### config.mk
export PLATFORM = sky130hd
export DESIGN_NAME = writeback_regfile_p
export DESIGN_NICKNAME = d
export VERILOG_FILES = /design/src/rtl/writeback_pkg.sv /design/src/rtl/writeback_rf_core.sv /design/src/rtl/writeback_regfile_p.sv
export SDC_FILE = /design/constraint.sdc
export NUM_CORES = 1
export LEC_CHECK = 0
export CAP_MARGIN = 20
export CORE_MARGIN = 2
export CORE_UTILIZATION = 55
export DETAILED_ROUTE_END_ITERATION = 8
export GPL_TIMING_DRIVEN = 0
export HOLD_SLACK_MARGIN = 0.03
export PLACE_DENSITY = 0.81
export REMOVE_ABC_BUFFERS = 1
export SYNTH_ARGS = -nofsm -noshare
export SYNTH_HDL_FRONTEND = slang
export SYNTH_HIERARCHICAL = 1
export SYNTH_SLANG_ARGS = --single-unit
### constraint.sdc
create_clock -name clock -period 2.7 [get_ports clock]
set_input_delay 0.81 -clock clock [delete_from_list [all_inputs] [get_ports clock]]
set_output_delay 0.81 -clock clock [all_outputs]
set_load 0.02 [all_outputs]
### src/rtl/writeback_pkg.sv
// Shared types and helpers for the parametrised LC3 writeback stage.
// Source-select encoding, PSR bit positions and the condition-code function.
package writeback_pkg;

   typedef enum logic [1:0] {
      WB_ALU = 2'd0,
      WB_MEM = 2'd1,
      WB_PC  = 2'd2,
      WB_NPC = 2'd3
   } wb_sel_t;

   localparam int unsigned PSR_N = 2;
   localparam int unsigned PSR_Z = 1;
   localparam int unsigned PSR_P = 0;

   // Condition codes from the value's sign bit and an all-zero flag; exactly one bit set.
   function automatic logic [2:0] psr_of(input logic sign, input logic zero);
      logic [2:0] f;
      f        = '0;
      f[PSR_N] = sign;
      f[PSR_Z] = zero;
      f[PSR_P] = !sign && !zero;
      return f;
   endfunction

endpackage

### src/rtl/writeback_rf_core.sv
// NUM_REGS x DATA_W register file: one write port, two registered read ports.
// Collision behaviour selected by WRITEBACK_BYPASS_EN (write-first) or read-first when undefined.
module writeback_rf_core #(
   parameter  int unsigned DATA_W   = 16,
   parameter  int unsigned NUM_REGS = 8,
   localparam int unsigned ADDR_W   = $clog2(NUM_REGS)
) (
   input  logic              i_clk,
   input  logic              i_rst_n,
   input  logic              i_we,
   input  logic [ADDR_W-1:0] i_waddr,
   input  logic [DATA_W-1:0] i_wdata,
   input  logic [ADDR_W-1:0] i_raddr1,
   input  logic [ADDR_W-1:0] i_raddr2,
   output logic [DATA_W-1:0] o_rdata1,
   output logic [DATA_W-1:0] o_rdata2
);

   logic [DATA_W-1:0] r_mem [NUM_REGS];
   logic [DATA_W-1:0] r_rdata1;
   logic [DATA_W-1:0] r_rdata2;
   logic [DATA_W-1:0] w_rd1;
   logic [DATA_W-1:0] w_rd2;

   always_comb begin
      w_rd1 = r_mem[i_raddr1];
      w_rd2 = r_mem[i_raddr2];
`ifdef WRITEBACK_BYPASS_EN
      // Forward the value being written so a same-cycle read sees it.
      if (i_we && (i_waddr == i_raddr1)) w_rd1 = i_wdata;
      if (i_we && (i_waddr == i_raddr2)) w_rd2 = i_wdata;
`endif
   end

   always_ff @(posedge i_clk or negedge i_rst_n) begin
      if (!i_rst_n) begin
         for (int i = 0; i < int'(NUM_REGS); i++) r_mem[i] <= '0;
         r_rdata1 <= '0;
         r_rdata2 <= '0;
      end else begin
         if (i_we) r_mem[i_waddr] <= i_wdata;
         r_rdata1 <= w_rd1;
         r_rdata2 <= w_rd2;
      end
   end

   assign o_rdata1 = r_rdata1;
   assign o_rdata2 = r_rdata2;

endmodule

### src/rtl/writeback_regfile_p.sv
// LC3 writeback stage: source mux, N/Z/P condition codes and register-file instance.
// Optional write-first read bypass via WRITEBACK_BYPASS_EN.
module writeback_regfile_p
   import writeback_pkg::*;
#(
   parameter  int unsigned DATA_W   = 16,
   parameter  int unsigned NUM_REGS = 8,
   localparam int unsigned ADDR_W   = $clog2(NUM_REGS)
) (
   input  logic              clock,
   input  logic              reset,
   input  logic              enable_writeback,
   input  logic [1:0]        W_Control_in,
   input  logic [DATA_W-1:0] npc_in,
   input  logic [DATA_W-1:0] aluout,
   input  logic [DATA_W-1:0] pcout,
   input  logic [DATA_W-1:0] memout,
   input  logic [ADDR_W-1:0] dr,
   input  logic [ADDR_W-1:0] sr1,
   input  logic [ADDR_W-1:0] sr2,
   output logic [DATA_W-1:0] VSR1,
   output logic [DATA_W-1:0] VSR2,
   output logic [2:0]        psr,
   output logic [DATA_W-1:0] wb_data
);

   logic [DATA_W-1:0] w_wb_data;
   logic [2:0]        r_psr;

   always_comb begin
      w_wb_data = aluout;
      unique case (wb_sel_t'(W_Control_in))
         WB_ALU:  w_wb_data = aluout;
         WB_MEM:  w_wb_data = memout;
         WB_PC:   w_wb_data = pcout;
         WB_NPC:  w_wb_data = npc_in;
         default: w_wb_data = aluout;
      endcase
   end

   always_ff @(posedge clock or negedge reset) begin
      if (!reset) begin
         r_psr <= 3'b000;
      end else if (enable_writeback) begin
         r_psr <= psr_of(w_wb_data[DATA_W-1], w_wb_data == '0);
      end
   end

   writeback_rf_core #(
      .DATA_W   (DATA_W),
      .NUM_REGS (NUM_REGS)
   ) u_rf_core (
      .i_clk    (clock),
      .i_rst_n  (reset),
      .i_we     (enable_writeback),
      .i_waddr  (dr),
      .i_wdata  (w_wb_data),
      .i_raddr1 (sr1),
      .i_raddr2 (sr2),
      .o_rdata1 (VSR1),
      .o_rdata2 (VSR2)
   );

   assign psr     = r_psr;
   assign wb_data = w_wb_data;

endmodule

# [Word-level counts from Yosys, hierarchy flattened]
# Index checks and enable logic that the tools add are counted.
[op_classes] n_addsub=0 n_mul=0 div_mod_pow=0 order_cmp=4 eq_ne=3 shifts=0 n_mux=10 bitwise=3 n_reduce_logical=6
[ops] cell="$bwmux W128" n=1
[ops] cell="$bmux W16 S3" n=2
[ops] cell="$mux W16" n=5
[ops] cell="$pmux W16 S4" n=1
[ops] cell="$demux W16 S3" n=1
[ops] cell="$logic_not A16 Y1" n=1
[ops] cell="$ge A4 B4 Y1 const B" n=3
[ops] cell="$not A3 Y4" n=3
[ops] cell="$eq A2 B2 Y1 const B" n=2
[ops] cell="$lt A4 B1 Y1 const B" n=1
[ops] cell="$eq A2 B1 Y1 const B" n=1
[ops] cell="$logic_and A1 B1 Y1" n=2
[ops] cell="$logic_not A1 Y1" n=2
[ops] cell="$logic_not A2 Y1" n=1
[totals] reg_bits=163 latch_bits=0 mem_bits_rw=0 romBits=0 inputBits=78 output_inout_bits=51 word_cells=37 memories=0

# [Longest topological paths before layout]
# Gate-level depths: netlist of run 1.
[logic_depth] ltp_word=6 mapped_depth=6

# [Modules after synthesis]
# The synthesis of run 1 kept the hierarchy.
[by_module_without_submodules] mod="writeback_rf_core" instances=1 cells_per_inst=425 area_per_inst_um2=7802.5 seq_area_each_um2=4003.8
[by_module_without_submodules] mod="writeback_regfile_p" instances=1 cells_per_inst=39 area_per_inst_um2=634.4 seq_area_each_um2=75.1

# [Worst setup path after synthesis of run 1]
# Ideal clock, no wire load.
[synth_timing] kind="input -> output" from="input W_Control_in[0]" to="output wb_data[3]" arrival_time_ns=1.834 required_ns=1.890 slack_ns=0.056 path_stages=3 path_cell_list="buf_6 -> buf_12 -> mux4_1"
[synth_via] elab_chain_len=2
[synth_lines] element="start, declared" line_no="writeback_regfile_p.sv:13" rtl="input logic [1:0] W_Control_in,"
[synth_lines] element="$eq A2 B2 Y1, or another cell as far along" line_no="writeback_regfile_p.sv:32" rtl="unique case (wb_sel_t'(W_Control_in))"
[synth_lines] element="$pmux W16 S4 (*)" line_no="writeback_regfile_p.sv:32"
[synth_lines] element="end, declared" line_no="writeback_regfile_p.sv:24" rtl="output logic [DATA_W-1:0] wb_data"
# Every way passes the cells marked *; elsewhere a longest branch is shown, timed or not.

# [Worst setup path in the final report of run 1]
[layout_timing] from="input pcout[3]" to="output wb_data[3]"
[layout_via] elab_chain_len=1
[layout_lines] element="start, declared" line_no="writeback_regfile_p.sv:16" rtl="input logic [DATA_W-1:0] pcout,"
[layout_lines] element="$pmux W16 S4" line_no="writeback_regfile_p.sv:32"
# No other way between the ends.

==> key figures, run 1 <==
Die
  – Die span in y: approximately 130 um
  – Placement row count: 45
  – Initial Utilization: 55.9%
  – CORE AREA: 15100 um^2
  – Die area: 16300 um^2
  – I/O Pins: roughly 130
  – Die X: 128 um

CTS
  – Max Root-Sink Buffers: 2
  – Clock transition at the registers of the reported paths: around 0.060 ns
  – CTS tree: done
  – CTS Buf Count: 17
  – Root buf cell: clkbuf_16
  – H-tree level count: 4
  – Worst-skew pair later-pin latency: 0.43 ns
  – CTS Sinks: 163

Logic synthesis
  – Yosys warns: 6
  – Asr flop ratio synth: 100%
  – Post-synth EDFFs: 0
  – Top cell type's share of synthesized area: between 40% and 50%
  – Cell Area, Synth: between 8000 and 9000 um^2
  – Top cells by area, synth: dfrtp_1 48%, mux2_2 22%, mux4_1 20%
  – Cell variety after synth: 29
  – Share of the yosys chip area belonging to registers: 48.3%
  – Main synth FF type: dfrtp_1
  – Mapped Cells: 464
  – Yosys reg bits: ~160
  – Leading area contributor after synthesis: dfrtp_1
  – Synthesized area per cell: 18.2 um^2

Route
  – Total length of routed wires: 20300 um
  – Vias per cell: 6.37
  – Post-route ant nets: 0
  – Via Count: 5148
  – WL per Instance: ~25 um
  – First drt pass iteration count: 4
  – Residual DRC: 0
  – Drt initial violations: 303

Timing
  – Worst slew margin: 20.4%
  – Max-slew violation count: 0
  – Post-route minimum period: approximately 2.7 ns
  – Final setup margin: -0.00909 ns
  – RSZ-0062 raised after global routing: yes
  – Setup TNS: -0.00909 ns
  – Max Fclk: 369 MHz
  – Final setup viols: 1
  – Clk_skew: 0.00754 ns
  – Slew at the pin closest to its max-slew limit: 1.19 ns
  – Final Hold Fails: 0
  – Final period util: 100%

Worst setup path
  – CP arrival: 1.90 ns
  – Crit-path cells: clkdlybuf4s50_1, mux4_2, buf_6
  – Crit-path slowest cell: mux4_2
  – Largest stage delay on the critical path: 0.50 ns
  – Worst Path Buf+Inv: 2
  – Crit path max-delay family: buffers and inverters
  – Setup crit start kind: input pin
  – Critical path required time: 1.89 ns
  – Worst Path Max Fanout: 2
  – CP Capture Type: output pin
  – Worst Setup Path Type: in2out

Layout
  – # diodes: 0
  – Nets: 685
  – Commonest non-fill, non-tap cells in the layout: 163 x dfrtp_1, 160 x mux2_2, 84 x clkdlybuf4s50_1
  – Area Growth Syn to Fin: 26.5%
  – Finished Layout Cells: 808
  – Layout cells sized above 1: 45.6%
  – Most common cell after layout, fill and taps aside: dfrtp_1

Placement
  – Port Buffers: 128
  – Post-Place Cells: around 750
  – Post-DP HPWL: 12200 um
  – RD Place Congestion: 0.735
  – Pre-CTS setup slack: -1.59 ns

Global routing
  – Total global routing overflow: 0
  – Gr usage total: roughly a quarter
  – Initial antenna violation count: 0
  – First-pass GRT wire length: 31000 um
  – Largest net degree at the start of global routing: 90
  – Number of global-route vias before repair: ~5400

Flow run
  – Max Cap Viol: 0

Power and ir drop
  – Peak VDD IR: 0.538 mV
  – Power Density: 791 nW/um^2
  – Leakage: 4.66 nW

Status
  – Failing checks: setup timing
  – Status: complete, but fails checks

Min path
  – Worst min path class: in2async
[worst paths after layout]
path	from	to	slack [ns]	cells past startpoint
worst max register to register	u_rf_core/r_mem[74]$_DFFE_PN0P_	u_rf_core/o_rdata1[10]$_DFF_PN0_	1.36	2
min in group clock	psr[1]$_DFFE_PN0P_	psr[1]$_DFFE_PN0P_	0.51	1
worst max-delay path	pcout[3]	wb_data[3]	-0.009	3
max in group asynchronous	reset	u_rf_core/r_mem[78]$_DFFE_PN0P_	1.41	2
worst min-delay path	reset	u_rf_core/r_mem[63]$_DFFE_PN0P_	0.42	1
worst min register to register	psr[1]$_DFFE_PN0P_	psr[1]$_DFFE_PN0P_	0.51	1
[worst reg2reg max path, cell delays in order, from the launching register on]
cell and delay (ns):
dfrtp_1 0.39, mux4_1 0.53, mux2_2 0.30
[kinds of logic (layout without fill, tap and decap cells)]
group | Yosys count | count (layout) | synth area share (%)
AOI/OAI and AO/OA | 4 | 4 | 0.326
DFF | 163 | 163 | 48.3
and+or+nand+nor | 17 | 17 | 2.22
buffers and inverters | 38 | 194 | 3.46
muxes | 242 | 242 | 45.6
[area by class of cell]
type / instances / area (um^2)
Clock buffer: 22 / 484
Clock inverter: 10 / 153
Fill cell: 945 / 4410
Inverter: 1 / 3.75
Multi-Input combinational cell: 263 / 4080
Sequential cell: 163 / 4080
Tap cell: 188 / 235
Timing Repair Buffer: 161 / 1650
[synth_stat cells, types with 3 or more instances]
library cell and number:
buf_1 7, buf_2 7, buf_4 7, buf_6 10, dfrtp_1 163, mux2_2 163
mux4_1 63, mux4_2 16, nand4b_2 3, nor2_1 3
[registers in the layout, indices dropped and copies added (netlist names)]
signal and flops:
u_rf_core/o_rdata2 16, u_rf_core/o_rdata1 16, psr 3, u_rf_core/r_mem 128
[power breakdown]
group          internal, W  switching, W  total [W]
Combinational      0.00144      0.000906    0.00235
Clock              0.00164      0.000949    0.00259
Sequential         0.00312      0.000391    0.00351
Total              0.00620       0.00225    0.00844
[metal layers]
layer	routed length [um]	track usage [%]
met1	8260	33.9
met2	10400	44.1
met5	0	0
met3	1390	5.72
met4	248	8.02
[timing repair]
item / CTS / global route
cloned: 1 / 0
hold buffers: 0 / 0
resized for setup: 111 / 29
pin swaps: 1 / 0
setup buffers: 23 / 3
endpoints found under the setup margin: 47 / 27
[metrics by stage]
stage / total power, W / area, um^2 / utilization (%) / hold WS [ns]
2_1_floorplan: 0.00483 / 8150 / - / 0.485
3_3_place_gp: 0.00565 / 9670 / 64.1 / 0.482
3_5_place_dp: 0.00581 / 9780 / 64.8 / 0.496
4_1_cts: 0.00847 / 10600 / 70.0 / 0.433
5_1_grt: 0.00881 / 10700 / 70.8 / 0.472
6_report: 0.00844 / 10700 / 70.8 / 0.419
Power figures use the tool's default switching activity.
==> inputs of run 2 (changes only) <==
--- a/config.mk
+++ b/config.mk
@@ -5,7 +5,7 @@
 export SDC_FILE = /design/constraint.sdc
 export NUM_CORES = 1
 export LEC_CHECK = 0
-export CAP_MARGIN = 20
+export ABC_CLOCK_PERIOD_IN_PS = 2700
 export CORE_MARGIN = 2
 export CORE_UTILIZATION = 55
 export DETAILED_ROUTE_END_ITERATION = 8
==> run 2 against run 1 <==
  * The flow now finishes without violations
  * Maximum frequency is 0.45% higher
  * Setup slack better by 0.012 ns
  * Critical path type unchanged
  * Die area stayed put
  * Largest power group unchanged
  * Clock-buffer cell count is 6 higher
  * Non-clock buffer count is 4 lower
==> key figures, run 2 (synthesis gave the netlist of run 1 again) <==
Layout
  – Finished Layout Cells: 803 (-0.62%)
  – Layout cells sized above 1: 45.0% (-0.60 points)
  – Commonest non-fill, non-tap cells in the layout: 163 x dfrtp_1, 160 x mux2_2, 83 x clkdlybuf4s50_1
  – # diodes: 0 (unchanged)
  – Most common cell after layout, fill and taps aside: dfrtp_1
  – Number of flip-flops in the largest register: 128 (unchanged)
  – Reg with most FFs: u_rf_core/r_mem
  – Nets: 681 (-0.58%)
  – Area Growth Syn to Fin: 25.0%
  – Final Instance Area: 10500 um^2 (-1.2%)

Timing
  – RSZ-0062 raised after global routing: yes
  – Setup TNS: 0 ns (+0.00909 ns)
  – Worst slew margin: 22.6% (+2.2 points)
  – Clk_skew: 0.00371 ns (-0.00383 ns)
  – Final period util: 99.9% (-0.45 points)
  – Max-slew violation count: 0 (unchanged)
  – Final Hold Fails: 0 (unchanged)
  – Max Fclk: 371 MHz (+0.45%)
  – Final setup viols: 0 (-1)
  – Final setup margin: 0.00315 ns (+0.0122 ns)
  – Slew at the pin closest to its max-slew limit: 1.16 ns (-0.0323 ns)
  – Post-route minimum period: 2.70 ns (-0.0122 ns)

Power and ir drop
  – Seq pwr share: 42.7% (+1.1 points)
  – Peak VDD IR: 0.524 mV (-2.6%)
  – Internal power: 0.00601 W (-3.0%)
  – Net Sw Frac: 26.9% (+0.31 points)
  – Clock share of power: 29.0% (-1.6 points)
  – Power Density: 779 nW/um^2 (-1.4%)
  – Leakage: 4.62 nW (-0.96%)
  – Net switching power: 0.00221 W (-1.5%)
  – Logic pwr share: 28.3% (+0.5 points)

CTS
  – CTS Sinks: 163 (unchanged)
  – Worst-skew pair later-pin latency: 0.42 ns (about the same)
  – CTS Buf Count: 17 (unchanged)
  – Clock transition at the registers of the reported paths: 0.06 ns (about the same)
  – H-tree level count: 4 (unchanged)
  – Root buf cell: clkbuf_16
  – Max Root-Sink Buffers: 2 (unchanged)
  – CTS tree: done

Route
  – Via Count: 5076 (-1.4%)
  – Vias per cell: 6.32 (-0.78%)
  – Total length of routed wires: 20200 um (-0.90%)
  – Post-route ant nets: 0 (unchanged)
  – Drt initial violations: 348 (+15%)
  – First drt pass iteration count: 4 (unchanged)
  – Residual DRC: 0 (unchanged)
  – WL per Instance: 25.1 um (-0.29%)

Global routing
  – Number of global-route vias before repair: 5395 (-0.75%)
  – Largest net degree at the start of global routing: 90 (unchanged)
  – Initial antenna violation count: 0 (unchanged)
  – First-pass GRT wire length: 30600 um (-1.3%)
  – Gr usage total: 25.5% (-0.53 points)
  – Total global routing overflow: 0 (unchanged)

Placement
  – Post-DP HPWL: 12100 um (-0.74%)
  – Port Buffers: 128 (unchanged)
  – Post-DP Area: 9760 um^2 (-0.15%)
  – Pre-CTS setup slack: -1.87 ns (-0.278 ns)
  – Post-Place Cells: 748 (-0.13%)
  – RD Place Congestion: 0.735 (unchanged)

Worst setup path
  – CP Capture Type: output pin
  – Critical path required time: 1.89 ns (about the same)
  – Largest stage delay on the critical path: 0.48 ns (-0.02 ns)
  – CP arrival: 1.89 ns (about the same)
  – Crit-path cells: clkdlybuf4s50_1, mux4_2, buf_2
  – Worst Path Max Fanout: 2 (unchanged)
  – Setup crit start kind: input pin
  – Crit-path slowest cell: mux4_2
  – Worst Setup Path Type: in2out

Die
  – I/O Pins: 129 (unchanged)
  – Die span in y: 128 um (unchanged)
  – Die area: 16300 um^2 (unchanged)
  – Placement row count: 45 (unchanged)
  – CORE AREA: 15100 um^2 (unchanged)
  – Initial Utilization: 55.9% (unchanged)
  – Die X: 128 um (unchanged)

Status
  – Status: finished, final reports clean

Min path
  – Worst min path class: in2async

Flow run
  – Max Cap Viol: 0 (unchanged)
## run 2: changes by cell type in the layout (fill, tap and decap cells not counted), sizes merged
cell           before  now
buf                56   52
bufinv              4    1
clkbuf             22   28
clkdlybuf4s50      84   83
clkinv              5    2
clkinvlp            1    0
dlygate4sd2        12   10
dlymetal6s2s        9   12
## run 2: layout make-up
type / count / area (um^2)
Fill cell: 987 / 4540
Sequential cell: 163 / 4080
Multi-Input combinational cell: 263 / 4070
Timing Repair Buffer: 157 / 1570
Clock buffer: 28 / 547
Tap cell: 188 / 235
Clock inverter: 3 / 40.0
Inverter: 1 / 3.75
## run 2: power by group through the flow
stage	registers [W]	clock network [W]	logic (W)
floorplan	0.00363	0	0.00120
global placement	0.00346	0	0.00219
detailed placement	0.00354	0	0.00227
CTS	0.00350	0.00240	0.00232
global route	0.00358	0.00250	0.00246
finish	0.00351	0.00238	0.00233
## run 2: worst max-delay path, delay by kind of cell
kind,cells,cell delay (ns)
buffers and inverters,2,0.60
muxes,1,0.48
## run 2: repair_timing
item / 4_1_cts / 5_1_grt
gates resized for setup: 110 / 29
buffers inserted: 18 / 6
hold buffers: 0 / 0
endpoints found under the hold margin: 0 / 0
setup endpoints to repair: 147 / 27
pin swaps: 1 / 0
## run 2: metal layers
| layer | track usage, % | vias to the layer above | routed length, um |
|---|---|---|---|
| li1 | - | 2156 | - |
| met1 | 33.9 | 2698 | 8280 |
| met2 | 43.6 | 199 | 10400 |
| met3 | 4.72 | 23 | 1220 |
| met4 | 6.98 | 0 | 255 |
| met5 | 0 | - | 0 |
## run 2: per-stage QoR
stage	hold WS, ns	total power, W	utilization [%]
after global placement	0.482	0.00565	64.1
after floorplan	0.485	0.00483	-
final	0.427	0.00822	69.9
after global routing	0.493	0.00854	69.9
after CTS	0.455	0.00822	69.0
after detailed placement	0.493	0.00580	64.7
## run 2: path summary, 6_finish.rpt
check,start,endpoint,slack [ns],cells after the start
max in group asynchronous,reset,u_rf_core/r_mem[89]$_DFFE_PN0P_,1.39,2
min reg2reg,psr[1]$_DFFE_PN0P_,psr[1]$_DFFE_PN0P_,0.51,1
max,aluout[3],wb_data[3],0.003,3
min in group clock,psr[1]$_DFFE_PN0P_,psr[1]$_DFFE_PN0P_,0.51,1
max reg2reg,u_rf_core/r_mem[109]$_DFFE_PN0P_,u_rf_core/o_rdata1[13]$_DFF_PN0_,1.35,2
min,reset,u_rf_core/o_rdata1[10]$_DFF_PN0_,0.43,1
==> inputs of run 3 (changes only) <==
--- a/config.mk
+++ b/config.mk
@@ -7,13 +7,12 @@
 export LEC_CHECK = 0
 export ABC_CLOCK_PERIOD_IN_PS = 2700
 export CORE_MARGIN = 2
-export CORE_UTILIZATION = 55
+export CORE_UTILIZATION = 54
 export DETAILED_ROUTE_END_ITERATION = 8
 export GPL_TIMING_DRIVEN = 0
 export HOLD_SLACK_MARGIN = 0.03
-export PLACE_DENSITY = 0.81
+export PLACE_DENSITY = 0.8
 export REMOVE_ABC_BUFFERS = 1
 export SYNTH_ARGS = -nofsm -noshare
 export SYNTH_HDL_FRONTEND = slang
-export SYNTH_HIERARCHICAL = 1
 export SYNTH_SLANG_ARGS = --single-unit
==> run 3 against run 2 <==
  * Setup slack better by 0.0072 ns
  * Die area down 1.3%
  * First-iteration DRC count up 98%
  * Synthesized cell count up 34%
  * Utilization up 0.21 points
  * Clock-buffer cell count down 11
  * Worst hold slack worse by 0.11 ns
  * Register-to-register slack better by 0.03 ns
  * Largest cell class unchanged
  * Highest routed layer unchanged
==> key figures, run 3 <==
Timing
  – Clk_skew: 0.00710 ns (+0.00338 ns)
  – Max Fclk: 372 MHz (+0.27%)
  – Slew at the pin closest to its max-slew limit: 1.19 ns (+0.0325 ns)
  – Final setup viols: 0 (unchanged)
  – Final Hold Fails: 0 (unchanged)
  – Worst slew margin: 20.4% (-2.2 points)
  – Hold slack: 0.319 ns (-0.108 ns)
  – Max-slew violation count: 0 (unchanged)
  – Post-route minimum period: 2.69 ns (-0.00718 ns)
  – Final period util: 99.6% (-0.27 points)
  – Final setup margin: 0.0103 ns (+0.00718 ns)

Layout
  – Finished Layout Cells: 940 (+17%)
  – # diodes: 0 (unchanged)
  – Area Growth Syn to Fin: 25.7%
  – Most common cell after layout, fill and taps aside: nand2_1
  – Number of flip-flops in the largest register: 128 (unchanged)
  – Layout cells sized above 1: 34.1% (-11 points)
  – Reg with most FFs: u_rf_core.r_mem
  – Filler cell count in the final layout: 979 (-0.81%)
  – Nets: 821 (+21%)
  – Commonest non-fill, non-tap cells in the layout: 186 x nand2_1, 163 x dfrtp_1, 84 x mux2_2, 84 x clkdlybuf4s50_1, 78 x mux4_2

Worst setup path
  – Critical path required time: 1.89 ns (about the same)
  – Crit path max-delay family: buffers and inverters
  – CP Capture Type: output pin
  – Setup crit start kind: input pin
  – Crit-path slowest cell: mux4_2
  – Worst Path Max Fanout: 2 (unchanged)
  – Largest stage delay on the critical path: 0.49 ns (about the same)
  – CP arrival: 1.88 ns (about the same)
  – Worst Setup Path Type: in2out
  – Worst Path Buf+Inv: 2 (unchanged)
  – Crit-path cells: clkdlybuf4s50_1, mux4_2, buf_6

Route
  – Total length of routed wires: 21700 um (+7.9%)
  – Residual DRC: 0 (unchanged)
  – Post-route ant nets: 0 (unchanged)
  – First drt pass iteration count: 5 (+1)
  – Vias per cell: 6.23 (-1.4%)
  – WL per Instance: 23.1 um (-7.9%)
  – Via Count: 5858 (+15%)
  – Drt initial violations: 689 (+98%)

Power and ir drop
  – Internal power: 0.00571 W (-4.9%)
  – Peak VDD IR: 0.537 mV (+2.5%)
  – Seq pwr share: 42.4% (-0.3 points)
  – Net switching power: 0.00233 W (+5.1%)
  – Net Sw Frac: 28.9% (+2.0 points)
  – Power Density: 783 nW/um^2 (+0.47%)
  – Clock share of power: 31.1% (+2.1 points)
  – Leakage: 4.61 nW (-0.28%)
  – Overall Power: 0.00804 W (-2.2%)
  – Logic pwr share: 26.4% (-1.9 points)

Die
  – Die span in y: 127 um (-0.66%)
  – CORE AREA: 14600 um^2 (-3.0%)
  – Placement row count: 44 (-2.2%)
  – Die area: 16100 um^2 (-1.3%)
  – Initial Utilization: 55.8% (-0.11 points)
  – I/O Pins: 129 (unchanged)
  – Die X: 127 um (-0.66%)

CTS
  – Clock transition at the registers of the reported paths: 0.07 ns (about the same)
  – Hold buffer count at CTS: 0 (unchanged)
  – Worst-skew pair later-pin latency: 0.44 ns (+0.02 ns)
  – H-tree level count: 4 (unchanged)
  – Max Root-Sink Buffers: 2 (unchanged)
  – CTS Buf Count: 17 (unchanged)
  – Root buf cell: clkbuf_16
  – CTS tree: done
  – CTS Sinks: 163 (unchanged)

Logic synthesis
  – Yosys reg bits: 163 (unchanged)
  – Main synth FF type: dfrtp_1
  – Share of the yosys chip area belonging to registers: 49.9% (+1.6 points)
  – Mapped Cells: 621 (+34%)
  – Asr flop ratio synth: 100% (unchanged)
  – Synthesized area per cell: 13.2 um^2 (-28%)
  – Count leader, synth: nand2_1
  – Leading area contributor after synthesis: dfrtp_1
  – Cell Area, Synth: 8170 um^2 (-3.1%)
  – Top cells by area, synth: dfrtp_1 50%, mux4_2 20%, mux2_2 12%
  – Top cell type's share of synthesized area: 49.9% (+1.6 points)
  – Cell variety after synth: 28 (-3.4%)
  – Commonest cells post-synth: 189 x nand2_1, 163 x dfrtp_1, 85 x mux2_2
  – Post-synth EDFFs: 0 (unchanged)
  – Yosys warns: 0 (-6)

Global routing
  – Total global routing overflow: 0 (unchanged)
  – First-pass GRT wire length: 33700 um (+10%)
  – Number of global-route vias before repair: 6164 (+14%)
  – Gr usage total: 28.2% (+2.7 points)
  – Largest net degree at the start of global routing: 110 (+22%)
  – Initial antenna violation count: 0 (unchanged)

Status
  – Status: finished, final reports clean

Placement
  – Port Buffers: 128 (unchanged)
  – Pre-CTS setup slack: -1.96 ns (-0.0932 ns)
  – Post-Place Cells: 884 (+18%)
  – Post-DP HPWL: 12800 um (+5.4%)
  – RD Place Congestion: 0.764 (+3.9%)

Min path
  – Worst min path class: in2async

Flow run
  – Max Cap Viol: 0 (unchanged)
run 3: worst register-to-register path, delay by kind of cell (launching register included):
family        cells  cell delay [ns]
multiplexers      2             0.79
flip-flops        1             0.40
run 3: final cells by class:
cell class                 instances  area, um^2  share of cell area, %
sequential                       163        4080                   39.7
multi-input combinational        403        3830                   37.3
timing repair buffer             155        1510                   14.7
clock buffer                      17         425                   4.14
tap                              184         230                   2.24
clock inverter                    15         183                   1.78
inverter                           3        11.3                  0.110
run 3: worst paths after layout:
check | startpoint | end | slack [ns] | cells past startpoint
min in group clock | u_rf_core.r_mem[58]$_DFFE_PN0P_ | u_rf_core.r_mem[58]$_DFFE_PN0P_ | 0.50 | 2
worst max-delay path | aluout[14] | wb_data[14] | 0.01 | 3
max in group asynchronous | reset | u_rf_core.o_rdata1[3]$_DFF_PN0_ | 1.47 | 2
worst max register to register | u_rf_core.r_mem[31]$_DFFE_PN0P_ | u_rf_core.o_rdata2[15]$_DFF_PN0_ | 1.38 | 2
worst min register to register | u_rf_core.r_mem[58]$_DFFE_PN0P_ | u_rf_core.r_mem[58]$_DFFE_PN0P_ | 0.50 | 2
worst min-delay path | reset | u_rf_core.r_mem[36]$_DFFE_PN0P_ | 0.32 | 1
run 3: power by group through the flow:
stage          Clock, W  Combinational, W  Sequential, W
3_3_place_gp          0           0.00199        0.00337
5_1_grt         0.00263           0.00226        0.00348
2_1_floorplan         0           0.00107        0.00352
6_report        0.00250           0.00213        0.00341
4_1_cts         0.00252           0.00211        0.00340
3_5_place_dp          0           0.00206        0.00343
run 3: per-layer routing:
metal  routed length (um)  up-vias  GRT usage, %
li1                     -     2469             -
met2                10800      321          45.6
met5                    0        -             0
met3                 1730       70          6.41
met1                 8390     2998          36.4
met4                  866        0          14.3
run 3: through the flow:
step / setup TNS (ns) / utilization (%) / cell area [um^2]
after floorplan: 0 / - / 7900
after global placement: -1039.59 / 64.2 / 9410
after detailed placement: -130.80 / 64.6 / 9460
after CTS: -0.00831 / 69.4 / 10200
after global routing: -0.0150 / 70.1 / 10300
final: 0 / 70.1 / 10300
run 3: logic make-up (layout without fill, tap and decap cells):
kind of cell	after synthesis	after routing	share of synthesized area (%)
multiplexers	171	171	34.5
AO/OA/AOI/OAI	20	20	1.33
flip-flops	163	163	49.9
buffers and inverters	55	190	3.51
AND/OR/NAND/NOR	212	212	10.7
run 3: what timing repair did:
item | CTS | global route
buffers inserted | 18 | 6
pin swaps | 2 | 0
endpoints found under the setup margin | 147 | 51
hold endpoints to repair | 0 | 0
gates resized for setup | 120 | 22
cloned | 0 | 0
